**src/rtl/wb_pkg.sv**
```systemverilog
// Shared types and helpers for the Wishbone memory slave.
// State encodings and a constant log2 used for index and counter widths.
package wb_pkg;

    typedef enum logic [1:0] {
        S_IDLE = 2'd0,
        S_WAIT = 2'd1,
        S_RESP = 2'd2
    } state_t;

    localparam int CNT_W = 4;

    function automatic int clog2(input int v);
        int r;
        r = 0;
        while ((1 << r) < v) r++;
        return r;
    endfunction

endpackage

```
**src/rtl/wb_addr_decode.sv**
```systemverilog
// Combinational address decode for the memory slave.
// Produces hit and word index from a raw bus address.
module wb_addr_decode
    import wb_pkg::*;
#(
    parameter int BASE_ADDRESS = 0,
    parameter int ADDR_WIDTH   = 16,
    parameter int DATA_COUNT   = 16,
    parameter int AU_IN_DATA   = 1,
    parameter int IDX_W        = 4
) (
    input  logic [ADDR_WIDTH-1:0] adr,
    output logic                  hit,
    output logic [IDX_W-1:0]      idx
);

    localparam int SH = clog2(AU_IN_DATA);
    localparam logic [ADDR_WIDTH-1:0] BASE = ADDR_WIDTH'(BASE_ADDRESS);
    localparam logic [ADDR_WIDTH-1:0] LOW_MASK = ADDR_WIDTH'(AU_IN_DATA - 1);
    localparam logic [ADDR_WIDTH:0] CNT = (ADDR_WIDTH + 1)'(DATA_COUNT);

    logic [ADDR_WIDTH-1:0] off;
    logic [ADDR_WIDTH-1:0] word;
    logic                  above;
    logic                  aligned;
    logic                  in_range;

    assign off      = adr - BASE;
    assign word     = off >> SH;
    assign above    = (adr >= BASE);
    assign aligned  = ((off & LOW_MASK) == '0);
    assign in_range = ({1'b0, word} < CNT);
    assign hit      = above & aligned & in_range;
    assign idx      = word[IDX_W-1:0];

endmodule

```
**src/rtl/wb_mem_slave.sv**
```systemverilog
// Wishbone classic single-port memory slave.
// Answers each cycle with one ack or err after WAIT_STATES extra cycles.
module wb_mem_slave
    import wb_pkg::*;
#(
    parameter int BASE_ADDRESS = 0,
    parameter int DATA_WIDTH   = 16,
    parameter int ADDR_WIDTH   = 16,
    parameter int DATA_COUNT   = 16,
    parameter int AU_IN_DATA   = 1,
    parameter int WAIT_STATES  = 0
) (
    input  logic                  clk,
    input  logic                  rst,
    input  logic                  cyc_i,
    input  logic                  stb_i,
    input  logic                  we_i,
    input  logic [DATA_WIDTH-1:0] dat_i,
    input  logic [ADDR_WIDTH-1:0] adr_i,
    output logic [DATA_WIDTH-1:0] dat_o,
    output logic                  ack_o,
    output logic                  err_o
);

    localparam int IDX_W = (DATA_COUNT > 1) ? clog2(DATA_COUNT) : 1;

    state_t                 state;
    logic [CNT_W-1:0]       cnt;
    logic                   we_q;
    logic                   hit_q;
    logic [IDX_W-1:0]       idx_q;
    logic [DATA_WIDTH-1:0]  dat_q;
    logic [DATA_WIDTH-1:0]  mem [DATA_COUNT];

    logic                   dec_hit;
    logic [IDX_W-1:0]       dec_idx;
    logic                   req;

    logic                   go;
    logic                   r_we;
    logic                   r_hit;
    logic [IDX_W-1:0]       r_idx;
    logic [DATA_WIDTH-1:0]  r_dat;

    assign req = cyc_i & stb_i;

    wb_addr_decode #(
        .BASE_ADDRESS (BASE_ADDRESS),
        .ADDR_WIDTH   (ADDR_WIDTH),
        .DATA_COUNT   (DATA_COUNT),
        .AU_IN_DATA   (AU_IN_DATA),
        .IDX_W        (IDX_W)
    ) u_dec (
        .adr (adr_i),
        .hit (dec_hit),
        .idx (dec_idx)
    );

    // Pick the transfer to answer this edge: live bus with no wait states, else latched
    always_comb begin
        go    = 1'b0;
        r_we  = we_q;
        r_hit = hit_q;
        r_idx = idx_q;
        r_dat = dat_q;
        case (state)
            S_IDLE: begin
                if (req && WAIT_STATES == 0) begin
                    go    = 1'b1;
                    r_we  = we_i;
                    r_hit = dec_hit;
                    r_idx = dec_idx;
                    r_dat = dat_i;
                end
            end
            S_WAIT: go = req && (cnt == '0);
            default: go = 1'b0;
        endcase
    end

    // Transfer FSM, memory array and registered response outputs
    always_ff @(posedge clk or negedge rst) begin
        if (!rst) begin
            state <= S_IDLE;
            cnt   <= '0;
            we_q  <= 1'b0;
            hit_q <= 1'b0;
            idx_q <= '0;
            dat_q <= '0;
            ack_o <= 1'b0;
            err_o <= 1'b0;
            dat_o <= '0;
            for (int i = 0; i < DATA_COUNT; i++) mem[i] <= '0;
        end else begin
            ack_o <= 1'b0;
            err_o <= 1'b0;
            if (go) begin
                ack_o <= r_hit;
                err_o <= ~r_hit;
                if (r_hit && r_we) mem[r_idx] <= r_dat;
                if (!r_we) dat_o <= r_hit ? mem[r_idx] : '0;
            end
            unique case (state)
                S_IDLE: begin
                    if (req) begin
                        we_q  <= we_i;
                        hit_q <= dec_hit;
                        idx_q <= dec_idx;
                        dat_q <= dat_i;
                        if (WAIT_STATES > 0) begin
                            cnt   <= CNT_W'(WAIT_STATES - 1);
                            state <= S_WAIT;
                        end else begin
                            state <= S_RESP;
                        end
                    end
                end
                S_WAIT: begin
                    if (!req) state <= S_IDLE;
                    else if (cnt == '0) state <= S_RESP;
                    else cnt <= cnt - 1'b1;
                end
                S_RESP: state <= S_IDLE;
                default: state <= S_IDLE;
            endcase
        end
    end

    // Flag a corrupted state encoding in simulation
    always_ff @(posedge clk) begin
        if (rst) begin
            assert (state inside {S_IDLE, S_WAIT, S_RESP})
            else $error("wb_mem_slave: illegal state %0d", state);
        end
    end

endmodule

```
**config.mk**
```make
export PLATFORM = sky130hd
export DESIGN_NAME = wb_mem_slave
export DESIGN_NICKNAME = d
export VERILOG_FILES = /design/src/rtl/wb_pkg.sv /design/src/rtl/wb_addr_decode.sv /design/src/rtl/wb_mem_slave.sv
export SDC_FILE = /design/constraint.sdc
export NUM_CORES = 1
export LEC_CHECK = 0
export BUFFER_PORTS_ARGS = -buffer_cell sky130_fd_sc_hd__buf_2
export CAP_MARGIN = 0
export CORE_MARGIN = 4
export CORE_UTILIZATION = 35
export CTS_CLUSTER_SIZE = 12
export DETAILED_ROUTE_END_ITERATION = 16
export PLACE_DENSITY = 0.57
export SYNTH_ARGS = -nofsm -noshare
export SYNTH_HDL_FRONTEND = slang
export SYNTH_HIERARCHICAL = 1
export SYNTH_SLANG_ARGS = --single-unit
```
**constraint.sdc**
```tcl
create_clock -name clk -period 4.9 [get_ports clk]
set_clock_uncertainty 0.1 [all_clocks]
set_input_delay 0 -clock clk [delete_from_list [all_inputs] [get_ports clk]]
set_output_delay 0 -clock clk [all_outputs]
set_load 0.01 [all_outputs]
```
[After elaboration in Yosys (flattened, before gate mapping)]
Cells that the tools add are included.
W data, S select, Z words.
Operators by class
  add/subtract/negate cells: 1
  eq/ne operators: 3
  bitwise gates (word level): 6
  $lt $le $gt $ge: 4
  reductions and logical operators: 9
  multiplexer cells: 23
Operators with widths (number)
  $bwmux W256: 1
  $mux W16: 6
  $bmux W16 S4: 1
  $demux W16 S4: 1
  $ge A16 B1 Y1 const B: 1
  $lt A16 B5 Y1 const B: 1
  $mux W4: 2
  $mux W1: 7
  $mux W2: 3
  $reduce_and A2 Y1: 3
  $ge A5 B5 Y1 const B: 1
  $lt A5 B1 Y1 const B: 1
  $not A4 Y5: 1
  $logic_not A4 Y1: 1
  $pmux W2 S2: 1
  $sub A4 B1 Y4 const B: 1
  $logic_and A1 B1 Y1: 3
  $ne A3 B3 Y1 const B: 1
  $not A1 Y1: 3
  $reduce_and A3 Y1: 1
  $and A1 B1 Y1: 2
  $eq A2 B1 Y1 const B: 1
  $logic_not A2 Y1: 1
  $ne A2 B2 Y1 const B: 1
  $pmux W1 S2: 1
Storage, ports and cells
  bits of input ports: 37
  output and inout port bits: 18
  logic and storage cells: 71
  bits in registers: 302

[Longest topological paths before layout]
Gate-level depths: netlist (run 1).
  depth after elaboration: 9
  gate-level depth with buffers: 10
  gate-level depth less buffers: 7

[By module]
The synthesis (run 1) kept the hierarchy.
By module, submodules not included
  wb_mem_slave: sequential area each 7382.1 sq um, area an instance 13464.2 sq um, cells an instance 1361, times used 1
  wb_addr_decode: sequential area each 0.0 sq um, area an instance 55.1 sq um, cells an instance 8, times used 1

[Worst setup path before layout (run 1)]
No wires, ideal clock.
  path type: flip-flop to flip-flop
  start: reg state[1]
  end: reg dat_o[0]
  path slack: 2.808 ns
  cell stages (with the launch flop): 10
  buffers on the path: 3
  arrival time: 1.924 ns
  clock period less this slack: 2.092 ns
  setup time: 0.068 ns
  required time: 4.732 ns
  cells stage by stage: dfrtp_1 > nand3b_1 > buf_6 > inv_4 > mux2i_1 > buf_4 > nor2_1 > buf_4 > a2111oi_0 > a32o_1
Between the ends
  cells in the longest elaborated chain, start to end: 7
  elaborated cells on any way between the ends: 13
  those cells by class: 1 x eq/ne; 8 x mux; 2 x bitwise; 2 x reduce/logical
Ends and longest elaborated chain
  start: declaration: line wb_mem_slave.sv:27  | state_t state;
  start signal: assignment: line wb_mem_slave.sv:84  | state <= S_IDLE;
  start signal: assignment: line wb_mem_slave.sv:112  | state <= S_WAIT;
  start signal: assignment: line wb_mem_slave.sv:114  | state <= S_RESP;
  $logic_not A2 Y1: line wb_mem_slave.sv:66  | case (state)
  $mux W4
  $not A4 Y5 (not written as such): line wb_mem_slave.sv:101  | if (!r_we) dat_o <= r_hit ? mem[r_idx] : '0;
  $bmux W16 S4: line wb_mem_slave.sv:101
  $mux W16 (not written as such) (2 in a row): line wb_mem_slave.sv:101
  $mux W16: line wb_mem_slave.sv:101
  end signal: assignment: line wb_mem_slave.sv:101
  end: declaration: line wb_mem_slave.sv:20  | output logic [DATA_WIDTH-1:0] dat_o,
Several ways; a longest one is shown, not always the timed one. The select of a mux whose other input is x is not followed.
A chain may end at the register's enable or synchronous reset.

[Final worst setup path (run 1)]
  start: reg state[1]
  end: reg dat_o[10]
The elaborated chain is that of the path after synthesis.

==> metrics list, run 1 <==
* Sequential share of the synthesized area: 54.6%
- Number of instances in the synthesized netlist: 1,369
- Leaving out fill and tap cells, the most frequent cells in the layout are 295 x sky130_fd_sc_hd__dfrtp_1, 171 x sky130_fd_sc_hd__nand2_1, 167 x sky130_fd_sc_hd__nor2_1.
- Total global routing overflow: 0
- The most used flip-flop cell after synthesis is sky130_fd_sc_hd__dfrtp_1.
- Status: finished, final reports clean
- The analysis attributes to cell leakage a power of 7.46 nW.
- During I/O placement, the number of pins put on the boundary was 55.
- Max frequency: 276 MHz
* Clock transition at the register clock pins on the worst setup and hold paths after CTS: 0.06 ns
* Number of enable-type register cells in the synthesized netlist: 0
- For this configuration, the core starts out at a cell density of 35.7%.
- Sink count of the clock tree: 295
* Clock buffers created by TritonCTS: 34
- The clock tree synthesis step divided the H-tree into 2 levels.
- Largest buffer count on any clock path: 3
- Data on the critical path is required at its endpoint by 5.24 ns.
- DRC violation count after routing: 0
- Data arrives at the worst endpoint at 3.96 ns.
- Per-cell routed wire length: 21.5 microns
* Yosys synthesis warning count: 6
- Total nets after synthesis: 1,406
- Period Utilization, post-route: 73.8%
- The critical path contains buffers and inverters numbering 2 combined.
* Die height: 205 microns
- Post-placement cell area: 0.0143 sq mm
- After synthesis the netlist holds a flip-flop and latch count of 295.
- Via density: 5.39
- The post-route netlist has 14.0% of its cells at a drive strength greater than 1.
- The worst register-to-register path has a setup slack of 1.28 ns.
* Number of instances resized during post-cts repair: 0
- Summing over every cut layer, the via total after detailed routing is 10,400.
- Dividing total power by cell area gives a power density of 373 mW/mm^2.
* Peak supply drop: 0.000258 V
- After floorplanning, the core was divided into 71 placement rows.
- Among cell families on the critical path, the largest total delay comes from multiplexers.
- Standard cell core area: 0.0378 sq mm
- Total wire length after detailed routing: 41.5 mm
- Category of the worst setup path launch point: flop
- Fin util: 41.4%
* Die ar.: 0.0418 sq mm
- Most frequent standard cell in the layout excluding fill and tap cells: sky130_fd_sc_hd__dfrtp_1
- Global routing used 19.8% of the available tracks across all layers.
- Crit Path Category: reg -> reg
* Final max-slew violation count: 0
* Number of inserted filler cells in the final layout: 3,769
* Final Cell Area: 0.0157 sq mm
- Global-route wire length before repair: 64.0 mm
* Dpl hpwl: 24.3 mm
- The worst setup path is captured at a flop.
- The slowest stage of the critical path is the sky130_fd_sc_hd__mux2i_2 cell.
- Along the worst path, the maximum fanout reaches 30.
- Clock latency on the worst-skew pair, taken at its later pin, is 0.50 ns.
- # diodes: 0
- Final critical path time including I/O delays and setup: 3.62 ns
- Measured in cells, the most critical reg-to-reg path has a length of 7.
- Final ANT Viol Nets: 0
- In this run the critical register-to-register path is launched from state[1]$_DFFE_PN0P_.
- Stage delay of the slowest cell on the critical path: 0.94 ns
- Number of DRC markers in iteration 0: 872
- Number of buffers added on ports: 54
- Max-cap violations: 0
- Unrepaired setup endpoints after global routing: no
- A synthesized cell averages 9.88 sq um.
- The via count of the first global-routing pass came to 10,300.
- After routing, the total negative slack on setup checks comes to 0 ns.
* Final nets: 1,434
* Total setup violations reported at the end of the flow: 0
- The total count of hold-check failures in the final report is 0.
- Worst setup margin: 1.28 ns
- Number of unique standard cell types used by synthesis: 47
- First-pass iteration count of the detailed router: 5
* Area Overhead vs Synth: 16.0%
- Largest net degree at the start of global routing: 118
* Clock Tree Root: sky130_fd_sc_hd__clkbuf_16
* Levels on crit path: 7
- For the pin with the worst max-slew slack, the measured transition is 1.32 ns.
- Die Wd: 205 microns
- Post-route worst hold slack: 0.0262 ns
* Destination of the worst register-to-register timing path: dat_o[10]$_DFFE_PN0P_
- Cells traversed along the worst timing path: nand3b_1 > inv_4 > mux2i_2 > nor2_1 > buf_4 > a2111oi_0 > a32o_1
- After synthesis, the share of flip-flops with an asynchronous set or reset is 100%.
* Place WS: 1.32 ns
* Worst relative slew slack: 9.61%
- Synthesized area: 0.0135 sq mm
* Tightest Hold Check Type: in -> async
* Antenna violations before repair: 1
* RD Place Congestion: 0.820
* Clock tree from TritonCTS: done
-- stage by stage --
stage                     total power [mW]  std cells
after floorplan                       2.92       1369
after global placement                3.21       1849
after detailed placement              3.21       1849
after CTS                             5.89       1929
after global routing                  6.05       1929
final                                 5.84       1929
-- timing repair --
action,4_1_cts,5_1_grt
hold buffers,23,0
hold endpoints to repair,375,0
buffers inserted,0,0
-- worst reg2reg max path, stage by stage, from the launching register on --
cell                        delay, ns
sky130_fd_sc_hd__dfrtp_1         0.36
sky130_fd_sc_hd__nand3b_1        0.48
sky130_fd_sc_hd__inv_4           0.53
sky130_fd_sc_hd__mux2i_2         0.95
sky130_fd_sc_hd__nor2_1          0.17
sky130_fd_sc_hd__buf_4           0.28
sky130_fd_sc_hd__a2111oi_0       0.46
sky130_fd_sc_hd__a32o_1          0.22
-- logic make-up after synthesis --
group | after synthesis | share of synthesized area (%)
AOI/OAI and AO/OA | 424 | 20.2
buffers and inverters | 162 | 5.41
muxes | 104 | 8.02
and+or+nand+nor | 384 | 11.7
DFF | 295 | 54.6
-- worst max-delay path by stage --
stage	from	to	slack, ns
floorplan	state[1]$_DFFE_PN0P_	dat_o[0]$_DFFE_PN0P_	2.81
CTS	state[1]$_DFFE_PN0P_	dat_o[10]$_DFFE_PN0P_	1.27
detailed placement	state[1]$_DFFE_PN0P_	dat_o[10]$_DFFE_PN0P_	1.32
global placement	state[1]$_DFFE_PN0P_	dat_o[13]$_DFFE_PN0P_	1.40
global route	state[1]$_DFFE_PN0P_	dat_o[13]$_DFFE_PN0P_	1.08
finish	state[1]$_DFFE_PN0P_	dat_o[10]$_DFFE_PN0P_	1.28
-- cells in the mapped netlist, types with 3 or more instances --
cell | number | area share [%]
sky130_fd_sc_hd__nor4_1 | 3 | 0.14
sky130_fd_sc_hd__nand3b_1 | 5 | 0.28
sky130_fd_sc_hd__clkbuf_1 | 66 | 1.8
sky130_fd_sc_hd__inv_1 | 29 | 0.81
sky130_fd_sc_hd__o21ai_0 | 108 | 4.0
sky130_fd_sc_hd__nand2b_1 | 4 | 0.19
sky130_fd_sc_hd__o221ai_1 | 12 | 0.78
sky130_fd_sc_hd__o21ai_1 | 8 | 0.30
sky130_fd_sc_hd__a211oi_1 | 13 | 0.72
sky130_fd_sc_hd__buf_1 | 3 | 0.083
sky130_fd_sc_hd__nand2_1 | 171 | 4.7
sky130_fd_sc_hd__nor2_1 | 172 | 4.8
sky130_fd_sc_hd__o41ai_1 | 3 | 0.19
sky130_fd_sc_hd__buf_4 | 13 | 0.72
sky130_fd_sc_hd__a32o_1 | 13 | 0.96
sky130_fd_sc_hd__a221o_1 | 3 | 0.22
sky130_fd_sc_hd__mux2i_1 | 80 | 5.9
sky130_fd_sc_hd__nor2b_1 | 7 | 0.32
sky130_fd_sc_hd__mux2_2 | 22 | 1.8
sky130_fd_sc_hd__nor3b_2 | 3 | 0.28
sky130_fd_sc_hd__a221oi_1 | 13 | 0.84
sky130_fd_sc_hd__o32a_1 | 3 | 0.22
sky130_fd_sc_hd__o211a_1 | 35 | 2.6
sky130_fd_sc_hd__or3_1 | 4 | 0.19
sky130_fd_sc_hd__a21oi_1 | 161 | 6.0
sky130_fd_sc_hd__dfrtp_1 | 295 | 55
sky130_fd_sc_hd__a32oi_1 | 13 | 0.84
sky130_fd_sc_hd__a2111oi_0 | 37 | 2.4
sky130_fd_sc_hd__buf_2 | 46 | 1.7
-- sequential cells by signal, summed over array words and instances, names as in the netlist --
signal  count
state       1
idx_q       4
mem       256
ack_o       1
dat_o      16
dat_q      16
err_o       1
-- area by class of cell --
class                           instances  area (sq um)  area share [%]
Timing Repair Buffer                  122           891            5.68
Sequential cell                       295          7380            47.1
Clock buffer                           50          1060            6.79
Clock inverter                          7           110           0.702
Inverter                               32           125           0.798
Tap cell                              511           639            4.08
Multi-Input combinational cell        912          5470            34.9
-- per-layer routing --
metal | track usage [%] | wire length [microns] | part of all wire (%)
met1 | 28.8 | 19100 | 46
met2 | 30.5 | 18600 | 45
met3 | 3.34 | 2690 | 6.5
met4 | 5.60 | 1100 | 2.7
met5 | 0 | 0 | 0
-- power breakdown --
part / internal (mW) / total, mW / switching, mW
registers: 2.47 / 2.48 / 0.0148
clock network: 1.66 / 2.66 / 1.00
logic: 0.196 / 0.705 / 0.509
Power figures use the tool's default switching activity.
==> inputs of run 2 (changes only) <==
==> constraint.sdc (replaced) <==
create_clock -name clk -period 3.75 [get_ports clk]
set_clock_uncertainty 0.1 [all_clocks]
set_input_delay 0 -clock clk [delete_from_list [all_inputs] [get_ports clk]]
set_output_delay 0 -clock clk [all_outputs]
set_load 0.01 [all_outputs]
==> metrics list, run 2 (synthesis results as in run 1) <==
- The pin count of the biggest net entering global routing was 123 (was 118).
* Stage delay of the slowest cell on the critical path: 1.11 ns (was 0.94 ns)
- Category of the worst setup path launch point: primary input (was flop)
- Total power divided by cell area: 455 mW/mm^2 (was 373 mW/mm^2)
* Final ANT Viol Nets: 0 (unchanged)
* Most frequent standard cell in the layout excluding fill and tap cells: sky130_fd_sc_hd__dfrtp_1 (unchanged)
* Crit Path Category: in -> reg (was reg -> reg)
- Effective utilization at floorplan: 35.7% (unchanged)
* RD Place Congestion: 0.800 (was 0.820)
- Most frequent cell on the critical path: sky130_fd_sc_hd__dlygate4sd3_1
- The via count came to 10,400 (about the same).
* Global-route wire length before repair: 63.5 mm (was 64.0 mm)
* Tightest Hold Check Type: in -> async (unchanged)
- Critical-path cell with the highest stage delay: sky130_fd_sc_hd__nor3b_2 (was sky130_fd_sc_hd__mux2i_2)
- The area added between synthesis and finish was 15.5% (was 16.0%).
- The initial antenna violation count was 1 (unchanged).
* Total global routing overflow: 0 (unchanged)
- Core Rows: 71 (unchanged)
- The number of design-rule violations left by the first detailed-router iteration is 794 (was 872).
* Number of top-level pins: 55 (unchanged)
* Die ar.: 0.0418 sq mm (unchanged)
- Met1 capacity usage during global routing: 28.8% (about the same)
- Max frequency: 297 MHz
* Worst-Margin Slew: 1.40 ns (was 1.32 ns)
- The share of cells above drive strength 1 came to 14.1% (was 14.0%).
- Final nets: 1,454 (was 1,434)
- Crit path DAT: 3.75 ns (was 3.96 ns)
* Final critical path time including I/O delays and setup: 3.36 ns
* Clock tree from TritonCTS: done (unchanged)
- The number of cells upsized or downsized after cts was 0 (unchanged).
* Die Wd: 205 microns (unchanged)
* Dpl hpwl: 24.5 mm (was 24.3 mm)
- The total length of routed wires is 40.8 mm (was 41.5 mm).
- The wire length per cell after detailed routing is 20.9 microns (was 21.5 microns).
* Sink count of the clock tree: 295 (unchanged)
* Number of global-route vias before repair: 10,300 (about the same)
- Cells traversed along the worst timing path: dlygate4sd3_1 > buf_2 > nor4_1 > dlygate4sd3_1 > and3_1 > and2_1 > nand3_2 > nor3b_2 > buf_4 > nor2_1 > a21oi_1 (was nand3b_1 > inv_4 > mux2i_2 > nor2_1 > buf_4 > a2111oi_0 > a32o_1).
* Clock transition at the register clock pins on the worst setup and hold paths after CTS: 0.06 ns (about the same)
- Worst setup margin: 0.387 ns (was 1.28 ns)
- H-tree level count: 1 (was 2)
- Max-cap violations: 0 (unchanged)
- Required time worst endpoint: 4.14 ns (was 5.24 ns)
- Total setup violations reported at the end of the flow: 0 (unchanged)
- The largest vdd supply drop was 0.000328 V (was 0.000258 V).
* Standard cell core area: 0.0378 sq mm (unchanged)
- # diodes: 0 (unchanged)
- The clock latency on the worst-skew pair came to 0.57 ns (was 0.50 ns).
- The number of vias per cell after detailed routing came to 5.36 (was 5.39).
* Place WS: 0.710 ns (was 1.32 ns)
- The number of buffers on the longest clock path came to 3 (unchanged).
- The sum of negative setup slack is 0 ns (unchanged).
- Flip-flop count of the largest register, all copies and words added: 256 (unchanged)
* Leakage power figure: 7.47 nW (was 7.46 nW)
- Post-route worst hold slack: 0.0364 ns (was 0.0262 ns)
- Clock buffers created by TritonCTS: 31 (was 34)
* Unrepaired setup endpoints after global routing: no (unchanged)
- Die height: 205 microns (unchanged)
- The number of iterations in the first detailed-routing pass is 5 (unchanged).
- The count of input and output buffers came to 54 (unchanged).
* Layer carrying the most global-route usage: met2 (unchanged)
- The met2 global-route usage was 30.7% (was 30.5%).
- Status: finished, final reports clean (unchanged).
- Clock Tree Root: sky130_fd_sc_hd__clkbuf_16 (unchanged)
* Final max-slew violation count: 0 (unchanged)
- DRC violation count after routing: 0 (unchanged)
* Most frequent cells in the layout: 295 x sky130_fd_sc_hd__dfrtp_1, 171 x sky130_fd_sc_hd__nand2_1, 167 x sky130_fd_sc_hd__nor2_1 (unchanged)
- Maximum fanout along the worst path: 18 (was 30)
* Hold violation total from the final report: 0 (unchanged)
- The normalized max-slew margin is 6.13% (was 9.61%).
- The type of destination of the critical path was a flop (unchanged).
* Largest registers: mem (256), dat_o (16), dat_q (16) (unchanged)
- Register bank with the most flops: mem (unchanged)
* Met3 usage in global routing: 2.69% (was 3.34%)
- Period Utilization, post-route: 89.7%
- The global-route usage over all layers is 19.5% (was 19.8%).
## run 2: changes by cell type in the layout (fill, tap and decap cells not counted), sizes merged
cell | previous run | this run
clkbuf | 50 | 46
bufinv | 3 | 1
dlygate4sd3 | 22 | 26
inv | 31 | 33
buf | 100 | 119
## run 2: layout make-up
| class | count | area (sq um) |
|---|---|---|
| Fill cell | 3716 | 22200 |
| Sequential cell | 295 | 7380 |
| Timing Repair Buffer | 145 | 1090 |
| Clock inverter | 7 | 67.6 |
| Tap cell | 511 | 639 |
| Inverter | 32 | 125 |
| Clock buffer | 46 | 862 |
| Multi-Input combinational cell | 912 | 5450 |
## run 2: repair_timing
item                                   CTS  global route
hold buffers                            26             0
endpoints found under the hold margin  394             0
buffers inserted                         0             0
## run 2: critical path, delay by kind of cell
kind	cells	cell delay, ns
buffers and inverters	4	1.67
and+or+nand+nor	6	1.96
AOI/OAI and AO/OA	1	0.12
## run 2: final timing paths
| path | from | end | slack (ns) | cells past startpoint |
|---|---|---|---|---|
| hold reg to reg | mem[30]$_DFFE_PN0P_ | mem[30]$_DFFE_PN0P_ | 0.38 | 2 |
| max in group asynchronous | rst | mem[234]$_DFFE_PN0P_ | 2.55 | 3 |
| setup / recovery | adr_i[9] | mem[78]$_DFFE_PN0P_ | 0.39 | 11 |
| min in group clk | dat_i[9] | dat_q[9]$_DFF_PN0_ | 0.09 | 4 |
| hold / removal | rst | mem[176]$_DFFE_PN0P_ | 0.04 | 2 |
| setup reg to reg | state[1]$_DFFE_PN0P_ | dat_o[10]$_DFFE_PN0P_ | 0.69 | 9 |
## run 2: power breakdown
group	leakage (nW)	internal [mW]	switching (mW)
sequential	4.05	3.22	0.0181
combinational	2.96	0.286	0.679
clock	0.457	1.65	1.26
## run 2: per-layer routing
layer | up-vias | share of wire, %
met5 | - | 0
met4 | 0 | 2.3
met3 | 67 | 5.7
met2 | 296 | 46
met1 | 5162 | 46
li1 | 4907 | -
## run 2: stage by stage
stage	instances	instance area [sq um]	power, mW	utilization (%)
final	1948	15600	7.11	41.3
after global routing	1948	15600	7.38	41.3
after CTS	1948	15600	7.17	41.3
after detailed placement	1869	14400	4.24	38.1
after global placement	1869	14400	4.23	38.1
after floorplan	1369	13500	3.82	-
